[config.mk]
export PLATFORM = sky130hd
export DESIGN_NAME = prf_int_wb_arbiter
export DESIGN_NICKNAME = d
export VERILOG_FILES = /design/src/rtl/prf_int_wb_arbiter_pkg.sv /design/src/rtl/prf_int_wb_arbiter_rr_pick.sv /design/src/rtl/prf_int_wb_arbiter.sv
export SDC_FILE = /design/constraint.sdc
export NUM_CORES = 1
export LEC_CHECK = 0
export BUFFER_PORTS_ARGS = -buffer_cell sky130_fd_sc_hd__buf_2
export CORE_ASPECT_RATIO = 0.5
export CORE_UTILIZATION = 49
export CTS_CLUSTER_DIAMETER = 200
export DETAILED_ROUTE_END_ITERATION = 16
export PLACE_DENSITY = 0.76
export SYNTH_ARGS = -nofsm -noshare
export SYNTH_HDL_FRONTEND = slang
export SYNTH_SLANG_ARGS = --single-unit
[constraint.sdc]
create_clock -name clock -period 3.1 [get_ports clock]
set_input_delay 0.775 -clock clock [delete_from_list [all_inputs] [get_ports clock]]
set_output_delay 0.775 -clock clock [all_outputs]
set_load 0.02 [all_outputs]
[src/rtl/prf_int_wb_arbiter_pkg.sv]
// Shared definitions for the integer PRF writeback arbiter.
// Default sizes match the integer PRF configuration (two write ways, 128 registers).
package prf_int_wb_arbiter_pkg;

    localparam int WB_INT_NUM_REQ     = 4;
    localparam int PRF_INT_WAYS       = 2;
    localparam int PRF_INT_INDEX_SIZE = 7;
    localparam int WB_DATA_W          = 32;

    typedef enum logic [1:0] {
        WB_ALU0 = 2'd0,
        WB_ALU1 = 2'd1,
        WB_MDU  = 2'd2,
        WB_LSU  = 2'd3
    } wb_req_id_e;

    // A single requester still needs a one-bit pointer.
    function automatic int ptr_width(input int n);
        return (n > 1) ? $clog2(n) : 1;
    endfunction

endpackage

[src/rtl/prf_int_wb_arbiter_rr_pick.sv]
// Combinational round-robin picker: grants up to NUM_PORTS held slots starting at rr_ptr.
// Zero-index slots are granted (to drain them) but take no write port.
module prf_int_wb_arbiter_rr_pick
    import prf_int_wb_arbiter_pkg::*;
#(
    parameter int NUM_REQ   = WB_INT_NUM_REQ,
    parameter int NUM_PORTS = PRF_INT_WAYS,
    parameter int PTR_W     = ptr_width(NUM_REQ)
) (
    input  logic [NUM_REQ-1:0]                hold_valid,
    input  logic [NUM_REQ-1:0]                zero_mask,
    input  logic [PTR_W-1:0]                  rr_ptr,
    output logic [NUM_REQ-1:0]                grant,
    output logic [NUM_PORTS-1:0]              port_valid,
    output logic [NUM_PORTS-1:0][PTR_W-1:0]   port_sel,
    output logic [PTR_W-1:0]                  next_ptr
);

    logic [PTR_W:0]   sum;
    logic [PTR_W-1:0] slot;
    logic             placed;

    always_comb begin
        grant      = '0;
        port_valid = '0;
        port_sel   = '0;
        next_ptr   = rr_ptr;
        sum        = '0;
        slot       = '0;
        placed     = 1'b0;
        for (int k = 0; k < NUM_REQ; k++) begin
            sum = {1'b0, rr_ptr} + (PTR_W+1)'(k);
            if (sum >= (PTR_W+1)'(NUM_REQ)) begin
                sum = sum - (PTR_W+1)'(NUM_REQ);
            end
            slot = sum[PTR_W-1:0];
            // Scanning stops once every port is taken, so a zero-index slot
            // further on cannot drag rr_ptr past an ungranted valid slot.
            if (hold_valid[slot] && !(&port_valid)) begin
                grant[slot] = 1'b1;
                next_ptr    = (slot == PTR_W'(NUM_REQ - 1)) ? '0 : slot + PTR_W'(1);
                if (!zero_mask[slot]) begin
                    placed = 1'b0;
                    for (int p = 0; p < NUM_PORTS; p++) begin
                        if (!placed && !port_valid[p]) begin
                            port_valid[p] = 1'b1;
                            port_sel[p]   = slot;
                            placed        = 1'b1;
                        end
                    end
                end
            end
        end
    end

endmodule

[src/rtl/prf_int_wb_arbiter.sv]
// Integer PRF writeback arbiter: one holding slot per requester, round-robin grant
// onto NUM_PORTS registered PRF write ports.
module prf_int_wb_arbiter
    import prf_int_wb_arbiter_pkg::*;
#(
    parameter int NUM_REQ   = WB_INT_NUM_REQ,
    parameter int NUM_PORTS = PRF_INT_WAYS,
    parameter int IDX_W     = PRF_INT_INDEX_SIZE
) (
    input  logic                              clock,
    input  logic                              reset,
    input  logic [NUM_REQ-1:0]                req_valid,
    input  logic [NUM_REQ-1:0][IDX_W-1:0]     req_index,
    input  logic [NUM_REQ-1:0][31:0]          req_data,
    output logic [NUM_REQ-1:0]                req_ready,
    output logic [NUM_PORTS-1:0]              rd_en,
    output logic [NUM_PORTS-1:0][IDX_W-1:0]   rd_index,
    output logic [NUM_PORTS-1:0][31:0]        rd_data
);

    localparam int PTR_W = ptr_width(NUM_REQ);

    logic [NUM_REQ-1:0]              hold_valid;
    logic [NUM_REQ-1:0][IDX_W-1:0]   hold_index;
    logic [NUM_REQ-1:0][31:0]        hold_data;
    logic [NUM_REQ-1:0]              zero_mask;
    logic [NUM_REQ-1:0]              grant;
    logic [NUM_REQ-1:0]              xfer;
    logic [PTR_W-1:0]                rr_ptr;
    logic [PTR_W-1:0]                next_ptr;
    logic [NUM_PORTS-1:0]            port_valid;
    logic [NUM_PORTS-1:0][PTR_W-1:0] port_sel;

    always_comb begin
        zero_mask = '0;
        for (int i = 0; i < NUM_REQ; i++) begin
            zero_mask[i] = (hold_index[i] == '0);
        end
    end

    // Grant depends only on registered slot state, so ready never sees req_valid.
    assign req_ready = ~hold_valid | grant;
    assign xfer      = req_valid & req_ready;

    prf_int_wb_arbiter_rr_pick #(
        .NUM_REQ   (NUM_REQ),
        .NUM_PORTS (NUM_PORTS),
        .PTR_W     (PTR_W)
    ) u_pick (
        .hold_valid (hold_valid),
        .zero_mask  (zero_mask),
        .rr_ptr     (rr_ptr),
        .grant      (grant),
        .port_valid (port_valid),
        .port_sel   (port_sel),
        .next_ptr   (next_ptr)
    );

    always_ff @(posedge clock) begin
        if (reset) begin
            hold_valid <= '0;
            hold_index <= '0;
            hold_data  <= '0;
            rr_ptr     <= '0;
            rd_en      <= '0;
            rd_index   <= '0;
            rd_data    <= '0;
        end else begin
            for (int i = 0; i < NUM_REQ; i++) begin
                if (xfer[i]) begin
                    hold_valid[i] <= 1'b1;
                    hold_index[i] <= req_index[i];
                    hold_data[i]  <= req_data[i];
                end else if (grant[i]) begin
                    hold_valid[i] <= 1'b0;
                end
            end
            rr_ptr <= next_ptr;
            for (int p = 0; p < NUM_PORTS; p++) begin
                rd_en[p] <= port_valid[p];
                if (port_valid[p]) begin
                    rd_index[p] <= hold_index[port_sel[p]];
                    rd_data[p]  <= hold_data[port_sel[p]];
                end else begin
                    rd_index[p] <= '0;
                    rd_data[p]  <= '0;
                end
            end
        end
    end

endmodule

# ---- Yosys cells after proc, flatten, opt, wreduce, memory -nomap -nowiden
# Cells that the tools add are included.
dict set report word_totals {
  regBits 242
}
dict set report op_classes {
  reduce_logical 33
  muxes 94
  addsub 11
  eq_ne 4
  n_lt_le_gt_ge 14
  bitwise 8
}
# operator count
set op_table {}
lappend op_table {{32-bit binary-select mux with 2-bit select} 2}
lappend op_table {{32-bit 2-to-1 mux} 2}
lappend op_table {{2-bit 2-to-1 mux} 27}
lappend op_table {{4-bit 2-to-1 mux} 12}
lappend op_table {{1-bit 2-to-1 mux} 35}
lappend op_table {{7-bit binary-select mux with 2-bit select} 2}
lappend op_table {{7-bit zero test} 4}
lappend op_table {{2-bit by 3-bit less-than comparator with 1-bit output, second input constant} 6}
lappend op_table {{1-bit binary-select mux with 2-bit select} 8}
lappend op_table {{4-bit bitwise OR} 4}
lappend op_table {{7-bit 2-to-1 mux} 2}
lappend op_table {{1-bit logical AND} 10}
lappend op_table {{3-bit >= comparator, second input constant} 3}
lappend op_table {{1-bit zero test} 9}
lappend op_table {{2-bit by 1-bit adder with 2-bit output, second input constant} 4}
lappend op_table {{1-bit demux with 2-bit select} 4}
lappend op_table {{2-bit equality test, second input constant} 4}
lappend op_table {{2-bit by 1-bit >= comparator with 1-bit output, second input constant} 4}
lappend op_table {{2-bit nonzero test} 4}
lappend op_table {{2-bit by 1-bit subtractor with 2-bit output, second input constant} 4}
lappend op_table {{2-bit by 2-bit adder with 3-bit output, second input constant} 2}
lappend op_table {{2-bit AND reduction} 3}
lappend op_table {{4-bit bitwise AND} 1}
lappend op_table {{4-bit inverter} 1}
lappend op_table {{5 further kinds} 7}

# ---- Logic depth before layout (Yosys ltp)
# Gate-level depths: netlist of the first run.
dict set report depth {
  ltp_word 38
  depth_mapped 15
}

# ---- Hierarchy
# Synthesis of the first run repeated with hierarchy kept, for this count alone.
dict set report hier_totals {
  cells_unflattened 1203
  hier_area_um2 11619.9
}
# mod cells_each n_inst seq_area_each_um2 area_each_um2
set modules_own_cells {}
lappend modules_own_cells {prf_int_wb_arbiter 1096 1 4844.6 10767.8}
lappend modules_own_cells {prf_int_wb_arbiter_rr_pick 107 1 0.0 852.1}

# ---- Worst setup path before layout of the first run
# OpenSTA, ideal clock, no wires.
dict set report synth_timing {
  kind {reg2out}
  from {reg rr_ptr[0]}
  to {out req_ready[0]}
  slack_ns -0.348
  stages_incl_launch_ff 10
  required_time_ns 2.325
  arrival_time_ns 2.673
  path_cell_list {dfxtp_1 > clkbuf_2 > inv_1 > clkbuf_1 > ha_1 > clkbuf_1 > mux4_2 > maj3_2 > and3_1 > or3_1}
}
dict set report synth_via {
  elab_chain_len 24
}
# element line_no
set synth_rtl {}
lappend synth_rtl {{from (decl)} prf_int_wb_arbiter.sv:29} ;# logic [PTR_W-1:0] rr_ptr;
lappend synth_rtl {{from (signal assigned)} prf_int_wb_arbiter.sv:78} ;# rr_ptr <= next_ptr;
lappend synth_rtl {{2-bit by 3-bit >= comparator with 1-bit output or 2-bit by 1-bit subtractor with 2-bit output (tied branches)} {prf_int_wb_arbiter_rr_pick.sv:33, prf_int_wb_arbiter_rr_pick.sv:34}}
lappend synth_rtl {{2-bit 2-to-1 mux} prf_int_wb_arbiter_rr_pick.sv:33} ;# if (sum >= (PTR_W+1)'(NUM_REQ)) begin
lappend synth_rtl {{1-bit binary-select mux with 2-bit select} prf_int_wb_arbiter_rr_pick.sv:42} ;# if (!zero_mask[slot]) begin
lappend synth_rtl {{1-bit 2-to-1 mux (not written as such)} prf_int_wb_arbiter_rr_pick.sv:42}
lappend synth_rtl {{2-bit 2-to-1 mux} prf_int_wb_arbiter_rr_pick.sv:42}
lappend synth_rtl {{2-bit 2-to-1 mux} prf_int_wb_arbiter_rr_pick.sv:39} ;# if (hold_valid[slot] && !(&port_valid)) begin
lappend synth_rtl {{1-bit 2-to-1 mux} prf_int_wb_arbiter_rr_pick.sv:45} ;# if (!placed && !port_valid[p]) begin
lappend synth_rtl {{1-bit 2-to-1 mux} prf_int_wb_arbiter_rr_pick.sv:42}
lappend synth_rtl {{(+8 left out)} --}
lappend synth_rtl {{1-bit 2-to-1 mux} prf_int_wb_arbiter_rr_pick.sv:45}
lappend synth_rtl {{2-bit 2-to-1 mux} prf_int_wb_arbiter_rr_pick.sv:42}
lappend synth_rtl {{2-bit 2-to-1 mux} prf_int_wb_arbiter_rr_pick.sv:39}
lappend synth_rtl {{2-bit AND reduction} prf_int_wb_arbiter_rr_pick.sv:39}
lappend synth_rtl {{1-bit zero test} prf_int_wb_arbiter_rr_pick.sv:39}
lappend synth_rtl {{1-bit logical AND} prf_int_wb_arbiter_rr_pick.sv:39}
lappend synth_rtl {{4-bit 2-to-1 mux (*)} prf_int_wb_arbiter_rr_pick.sv:39}
lappend synth_rtl {{4-bit bitwise OR (*)} prf_int_wb_arbiter.sv:42} ;# assign req_ready = ~hold_valid | grant;
lappend synth_rtl {{to (decl)} prf_int_wb_arbiter.sv:15} ;# output logic [NUM_REQ-1:0] req_ready,
# Mark *: on every way between the ends. The rest lies on a longest branch, timed or not. The select of a mux whose other input is x is not followed.

# ---- Final worst setup path of the first run
dict set report layout_timing {
  from {reg rr_ptr[0]}
  to {out req_ready[1]}
}
# Same word-level chain as after synthesis.

==> results of run 1 <==
==> logic make-up after synthesis <==
group                    after synthesis
AO/OA/AOI/OAI                        130
XOR/XNOR                               1
adder cells (fa/ha/maj)                5
buffers and inverters                 81
flip-flops                           242
multiplexers                         319
AND/OR/NAND/NOR                      230
==> repair_timing <==
action                                  CTS  global route
setup buffers                            11             2
cloned                                    0             0
hold endpoints to repair                  0             0
endpoints found under the setup margin    5            29
pin swaps                                 8             4
gates resized for setup                  49             4
==> through the flow <==
step	util	cells	hold WS (ps)	setup WS [ps]	setup TNS [ps]
after detailed placement	0.5955	1511	512.7	-105.0	-391.5
after global routing	0.6427	1568	485.9	-398.9	-1550
after floorplan	-	1008	484.9	-54.46	-54.46
after global placement	0.5955	1511	499.6	12.71	0
final	0.6427	1568	484.6	-337.0	-1291
after CTS	0.6400	1557	473.8	-335.6	-1312
==> state kept, by name, summed over array words and instances (netlist names) <==
| signal | count |
|---|---|
| rr_ptr | 2 |
| hold_index | 28 |
| rd_data | 64 |
| hold_valid | 4 |
| hold_data | 128 |
| rd_en | 2 |
| rd_index | 14 |
==> cell type report <==
cell class / count / area, sq um / share of cell area
Antenna cell: 9 / 22.52 / 0.001690
Clock buffer: 32 / 649.4 / 0.04872
Clock inverter: 3 / 65.06 / 0.004881
Inverter: 8 / 32.53 / 0.002441
Multi-Input combinational cell: 685 / 5365 / 0.4025
Sequential cell: 242 / 4887 / 0.3667
Tap cell: 273 / 341.6 / 0.02563
Timing Repair Buffer: 316 / 1966 / 0.1475
==> power breakdown <==
part / internal, W / switching (W)
Sequential: 0.00357 / 0.000269
Combinational: 0.00216 / 0.00266
Clock: 0.00161 / 0.00116
==> path summary, 6_finish.rpt <==
| check | to | slack, ps | depth (start not counted) |
|---|---|---|---|
| worst max register to register | hold_data[11] | 110 | 11 |
| worst min register to register | hold_index[2] | 520 | 2 |
| worst max-delay path | req_ready[1] | -340 | 8 |
| worst min-delay path | hold_data[87] | 480 | 3 |
==> per-layer routing <==
metal  global-route usage  wire length (um)
met2               0.4764             15200
met1               0.3457             13400
met5                    0                13
met3              0.03963              1376
met4               0.1224               860
==> placed cells by master, fill, tap and decap left out, types with 2 or more instances in the layout <==
cell type	netlist	layout
diode_2	0	9
ha_1	4	3
inv_1	8	6
a21bo_1	3	3
bufinv_16	0	2
clkbuf_8	0	4
o31ai_4	4	4
a32oi_4	0	2
dfxtp_4	0	3
or3_1	8	2
buf_12	0	14
or3_4	1	6
nor4_2	0	2
a31oi_1	3	3
buf_4	13	57
nor2b_1	4	4
clkbuf_1	34	5
o21ai_0	6	6
nand2_1	26	25
nand3_1	5	5
clkbuf_16	0	23
a211oi_1	3	3
dfxtp_1	242	214
a22oi_1	3	3
and3_4	0	4
and2_1	2	2
buf_6	10	5
buf_2	14	240
o22ai_1	80	80
dfxtp_2	0	25
nor3_1	5	4
mux4_2	2	2
mux2i_1	314	314
a21oi_1	13	12
nor2_1	166	165
==> critical path: cells and delay by family (launching register included) <==
| family | cells | cell delay [ps] |
|---|---|---|
| AOI/OAI and AO/OA | 2 | 370 |
| DFF | 1 | 420 |
| muxes | 1 | 350 |
| buffers and inverters | 2 | 320 |
| and+or+nand+nor | 3 | 680 |
==> results by group, run 1 <==
Worst setup path
  • CP startpoint: rr_ptr[0]
  • Worst reg2reg path startpoint: hold_index[19]
  • Cell repeated most along the worst path: buf_6
  • Crit Path Class: flip-flop to output pin
  • CP Data Arrival Time: between 2000 and 3000 ps
  • CP Data Required Time: 2320 ps
  • Worst path cell trace: buf_6, mux2_4, nor2_1, a21oi_1, a22oi_1, nand2_1, or3_4, buf_6
  • CP max stage cell: dfxtp_4
  • Max FO, Critical Path: 10
  • Crit. End Element: output pin
  • CP peak stage delay: 420 ps
  • Worst Setup Start Kind: flip-flop

STA
  • Crit share post-route: 1.109
  • Worst-margin pin slew: 670.9 ps
  • RSZ-0062 raised after global routing: yes
  • Maximum operating frequency: 0.2910 GHz
  • Setup ws final: -337.0 ps
  • Finish-stage setup viols: 4
  • Final min period: 3437 ps
  • Skew final: approximately 16 ps
  • Max-slew headroom: 0.5480
  • Max Slew Vio Count: 0
  • Final Hold Vio Count: 0

Placed design
  • Placer Congestion: 0.8945
  • Detailed Place HPWL: 20.96 mm
  • I/O Buffers: about 250
  • Area after DPL: 12350 sq um

Yosys
  • Count leader, synth: mux2i_1
  • Post-synth top area cell: dfxtp_1
  • Synth Flop Type: dfxtp_1
  • Cell Area, Synth: 10470 sq um
  • Top cells by area, synth: dfxtp_1, mux2i_1, nor2_1
  • Post-Synth Simple-Gate Area: 0.09263
  • Main combinational cell family by area after synthesis: multiplexers
  • Mapped Cells: 1008
  • Count of cell types in the netlist: 52
  • Compound-cell area share of the yosys netlist: 0.08749
  • Mux cell area share after synthesis: 0.3078
  • Syn nets: 1174
  • Post-synth top area share: 0.4628
  • Synth warn: 0
  • Sequential area share after synthesis: 0.4628
  • Area share of fa/ha/maj cells after synthesis: 0.005856
  • Syn avg cell area: 10.39 sq um
  • Post-synthesis xor/xnor area fraction: 0.0008366
  • Synth top cells by count: mux2i_1, dfxtp_1, nor2_1, o22ai_1, clkbuf_1
  • Number of synthesized register bits: 242
  • Post-synth ARST share: 0
  • Number of synthesized flops with an enable pin: 0

Hold path
  • Worst Hold Launch: req_data[87]
  • Min-delay worst type: input pin to flip-flop

Die
  • Die height: 105.4 um
  • Core ar.: 20740 sq um
  • Die width: between 200 and 250 um
  • Die area: 21990 sq um
  • Initial Utilization: 0.5048
  • I/O Pins: 246
  • # rows: 37

CTS
  • Worst-Skew Late Latency: about 520 ps
  • CTS tree: built
  • Clk sinks: approximately 240
  • CTS Buffer Depth: 3
  • Root Buffer Master: clkbuf_16
  • Max H-tree Level: 1
  • CTS buffer count: 22
  • Number of hold buffers added after cts: 0
  • Worst-path clk slew: 70 ps

Finish
  • Design area: 13330 sq um
  • Synthesis-to-finish area growth: 27.32%
  • Fillers: 1613
  • Final nets: between 1000 and 1500
  • Layout cells sized above 1: 0.3212

Drt
  • DRC: 0
  • Drt first pass iters: 5
  • Drt first-iter violations: 631
  • WL per Instance: 19.67 um
  • Post-route ant nets: 0
  • Vias per cell: 5.662
  • WL final: 30.85 mm
  • Via count: 8878

Run
  • Max cap viols: 0

Global route
  • GRT Residual Overflow: 0
  • First-pass GRT wire length: 48.09 mm
  • Initial antenna violation count: 10
  • Vias in the first global route: 9128
  • Global Route Usage Sum: 0.2765
  • Largest net degree at the start of global routing: 112

Run status
  • Status: finished with violations
  • Failing checks: setup timing

Power
  • Lkg Pwr: 6.681 nW
  • Worst vdd ir: 0.4037 mV
  • Pwr per Cell Area: 857.8 nW/um^2
  • Tot Pwr: around 0.011 W
Power figures use the tool's default switching activity.
==> inputs of run 2 (changes only) <==
--- a/config.mk
+++ b/config.mk
@@ -5,12 +5,14 @@
 export SDC_FILE = /design/constraint.sdc
 export NUM_CORES = 1
 export LEC_CHECK = 0
+export ABC_AREA = 1
 export BUFFER_PORTS_ARGS = -buffer_cell sky130_fd_sc_hd__buf_2
 export CORE_ASPECT_RATIO = 0.5
-export CORE_UTILIZATION = 49
+export CORE_UTILIZATION = 40
 export CTS_CLUSTER_DIAMETER = 200
 export DETAILED_ROUTE_END_ITERATION = 16
-export PLACE_DENSITY = 0.76
+export PLACE_DENSITY = 0.63
+export SETUP_SLACK_MARGIN = 0.2
 export SYNTH_ARGS = -nofsm -noshare
 export SYNTH_HDL_FRONTEND = slang
 export SYNTH_SLANG_ARGS = --single-unit
==> run 2 against run 1 <==
- the flow still finishes with violations (setup timing)
- power rose by 70%
- register-to-register slack better by 200 ps
- largest cell class unchanged
- largest power group unchanged
- area after synthesis increased by 11%
- die area increased by 36%
- sequential share of layout area down 3.4 points
- synthesized cell count is 70% higher
- hold slack lost 3.8 ps
- critical endpoint unchanged
- routed wire length increased by 27%
- combinational power rose to 2.5 times the previous value
- first-iteration DRC count increased by 75%
==> results by group, run 2 <==
Finish
  • Largest reg by FF count: hold_data
  • Max reg flops: 128 (unchanged)
  • Most frequent cells in the layout: nor2_1, nand3_1, buf_2
  • Final nets: 2105 (+46%)
  • Commonest non-fill, non-tap cell in the layout: nor2_1
  • Layout cells sized above 1: 0.2299 (-0.09121)
  • Top flop regs: hold_data (128), rd_data (64), hold_index (28)
  • Design area: 14580 sq um (+9.4%)
  • Cell Count, Final, Fillers Out: 2340 (+49%)
  • Synthesis-to-finish area growth: 25.39%

Die
  • Die area: 29800 sq um (+36%)
  • Die width: 243.1 um (+16%)
  • I/O Pins: 246 (unchanged)
  • Initial Utilization: 0.4133 (-0.09150)
  • Core ar.: 28140 sq um (+36%)
  • # rows: 43 (+16%)
  • Die height: 122.6 um (+16%)

Power
  • P_int: 0.009957 W (+36%)
  • Power share of the combinational group: 0.622 (+0.200)
  • Switching power: 0.009487 W (+130%)
  • Tot Pwr: 0.01944 W (+70%)
  • Sw Ratio: 0.4879 (+0.1301)
  • Lkg Pwr: 6.973 nW (+4.4%)
  • Clock share of power: 0.160 (-0.082)
  • Pwr per Cell Area: 1333 nW/um^2 (+55%)
  • Flop pwr share: 0.218 (-0.118)
  • Worst vdd ir: 1.169 mV (+190%)

Worst setup path
  • Crit. End Element: output pin
  • Max FO, Critical Path: 8 (-2)
  • Crit Path Class: flip-flop to output pin
  • Cell repeated most along the worst path: nand2_4
  • CP max stage cell: dfxtp_2
  • CP Data Arrival Time: 2410 ps (-250 ps)
  • WP buf/inv: 4 (+2)
  • CP Data Required Time: 2320 ps (about the same)
  • CP peak stage delay: 350 ps (-70 ps)
  • Worst Setup Start Kind: flip-flop
  • Worst path cell trace: inv_4, ha_4, inv_2, or2_4, nand2_4, inv_4, nand3_4, nand2_4, nand2_4, nand2_8, o211ai_4, buf_6
  • Delay-heaviest family, CP: simple AND/OR/NAND/NOR gates

Yosys
  • Mapped Cells: 1716 (+70%)
  • Number of synthesized flops with an enable pin: 0 (unchanged)
  • Post-synth top area share: 0.4166 (-0.04616)
  • Sequential area share after synthesis: 0.4166 (-0.04616)
  • Synth top cells by count: nor2_1, nand3_1, dfxtp_1, nand2_1, inv_1
  • Top cells by area, synth: dfxtp_1, nand3_1, nor2_1
  • Post-synth ARST share: 0 (unchanged)
  • Count leader, synth: nor2_1
  • Synth warn: 0 (unchanged)
  • Synth Flop Type: dfxtp_1
  • Number of synthesized register bits: 242 (unchanged)
  • Syn avg cell area: 6.777 sq um (-35%)
  • Post-synth top area cell: dfxtp_1
  • Syn nets: 1882 (+60%)
  • Count of cell types in the netlist: 40 (-23%)
  • Cell Area, Synth: 11630 sq um (+11%)

Drt
  • DRC: 0 (unchanged)
  • Vias per cell: 5.157 (-8.9%)
  • Via count: 12070 (+36%)
  • Post-route ant nets: 0 (unchanged)
  • WL final: 39.31 mm (+27%)
  • Drt first-iter violations: 1105 (+75%)
  • WL per Instance: 16.80 um (-15%)
  • Drt first pass iters: 5 (unchanged)

Global route
  • Initial antenna violation count: 2 (-8)
  • Vias in the first global route: 11110 (+22%)
  • Largest net degree at the start of global routing: 79 (-29%)
  • GRT Residual Overflow: 0 (unchanged)
  • Global Route Usage Sum: 0.2561 (-0.02034)
  • First-pass GRT wire length: 60.20 mm (+25%)

CTS
  • Worst-path clk slew: 70 ps (about the same)
  • Root Buffer Master: clkbuf_16
  • CTS buffer count: 24 (+9.1%)
  • CTS tree: built
  • Number of hold buffers added after cts: 0 (unchanged)
  • Clk sinks: 242 (unchanged)
  • Worst-Skew Late Latency: 540 ps (+20 ps)
  • CTS Buffer Depth: 3 (unchanged)
  • Max H-tree Level: 1 (unchanged)

Placed design
  • Placer Congestion: 0.9059 (+1.3%)
  • Detailed Place HPWL: 27.50 mm (+31%)
  • Placed Instances: 2274 (+50%)
  • Area after DPL: 13360 sq um (+8.2%)
  • I/O Buffers: 245 (unchanged)
  • Worst slack, placed: 132.9 ps (+237.9 ps)

STA
  • Worst-margin pin slew: 526.7 ps (-144.2 ps)
  • Setup TNS: -255.0 ps (+1036 ps)
  • Finish-stage setup viols: 4 (unchanged)
  • Final Hold Vio Count: 0 (unchanged)
  • Max Slew Vio Count: 0 (unchanged)
  • Skew final: 13.96 ps (-2.388 ps)
  • Max-slew headroom: 0.6489 (+0.1009)
  • Final min period: 3185 ps (-252.3 ps)
  • RSZ-0062 raised after global routing: yes
  • Setup ws final: -84.70 ps (+252.3 ps)
  • Crit share post-route: 1.027 (-0.08137)
  • Maximum operating frequency: 0.3140 GHz (+7.9%)

Run status
  • Failing checks: setup timing
  • Status: finished with violations

Run
  • Max cap viols: 0 (unchanged)

Hold path
  • Min-delay worst type: flip-flop to flip-flop
run 2: stage by stage:
stage / utilization / hold WS, ps
finish: 0.5182 / 480.8
global route: 0.5182 / 492.3
CTS: 0.5109 / 476.4
detailed placement: 0.4749 / 470.0
global placement: 0.4749 / 462.0
floorplan: - / 454.0
run 2: final timing paths:
kind	start	endpoint	slack, ps	cells past startpoint
setup / recovery	rr_ptr[1]	req_ready[1]	-80	12
hold / removal	hold_data[57]	hold_data[57]	480	2
setup reg to reg	rr_ptr[1]	rd_data[2]	310	15
hold reg to reg	hold_data[57]	hold_data[57]	480	2
run 2: worst reg2reg max path, delay by kind of cell, from the launching register on:
family                     cells  cell delay (ps)
and+or+nand+nor                7              980
AOI/OAI and AO/OA              3              580
buffers and inverters          4              520
DFF                            1              350
adders and majority gates      1              270
run 2: repair_timing:
item,4_1_cts,5_1_grt
pin swaps,6,13
endpoints found under the setup margin,60,153
gates resized for setup,25,39
buffers inserted,13,8
run 2: cell type report:
class | instances | area, sq um
Sequential cell | 242 | 4850
Timing Repair Buffer | 321 | 2016
Clock inverter | 10 | 132.6
Antenna cell | 1 | 2.502
Inverter | 191 | 734.5
Tap cell | 382 | 478.0
Multi-Input combinational cell | 1159 | 5669
Clock buffer | 34 | 699.4
Fill cell | 2888 | 13560
run 2: metal layers:
| metal | global-route usage | up-vias | share of wire |
|---|---|---|---|
| li1 | - | 5966 | - |
| met1 | 0.3425 | 5599 | 0.44 |
| met2 | 0.4268 | 430 | 0.47 |
| met3 | 0.04024 | 70 | 0.062 |
| met4 | 0.07980 | 2 | 0.030 |
| met5 | 0 | - | 0.00033 |
run 2: power groups by stage:
stage	registers, W	clock network [W]	logic, W
CTS	0.00425	0.00315	0.0116
finish	0.00424	0.00311	0.0121
detailed placement	0.00431	0	0.0113
global placement	0.00431	0	0.0112
floorplan	0.00460	0	0.00766
global route	0.00431	0.00330	0.0133
run 2: kinds of logic (layout without fill, tap and decap cells):
group / count (synthesis) / after routing / share of synthesized area
and+or+nand+nor: 878 / 878 / 0.3304
buffers and inverters: 315 / 556 / 0.1177
AOI/OAI and AO/OA: 275 / 275 / 0.1294
DFF: 242 / 242 / 0.4166
adders and majority gates: 4 / 4 / 0.004304
xor gates and xnor gates: 2 / 2 / 0.001507
other: 0 / 1 / 0
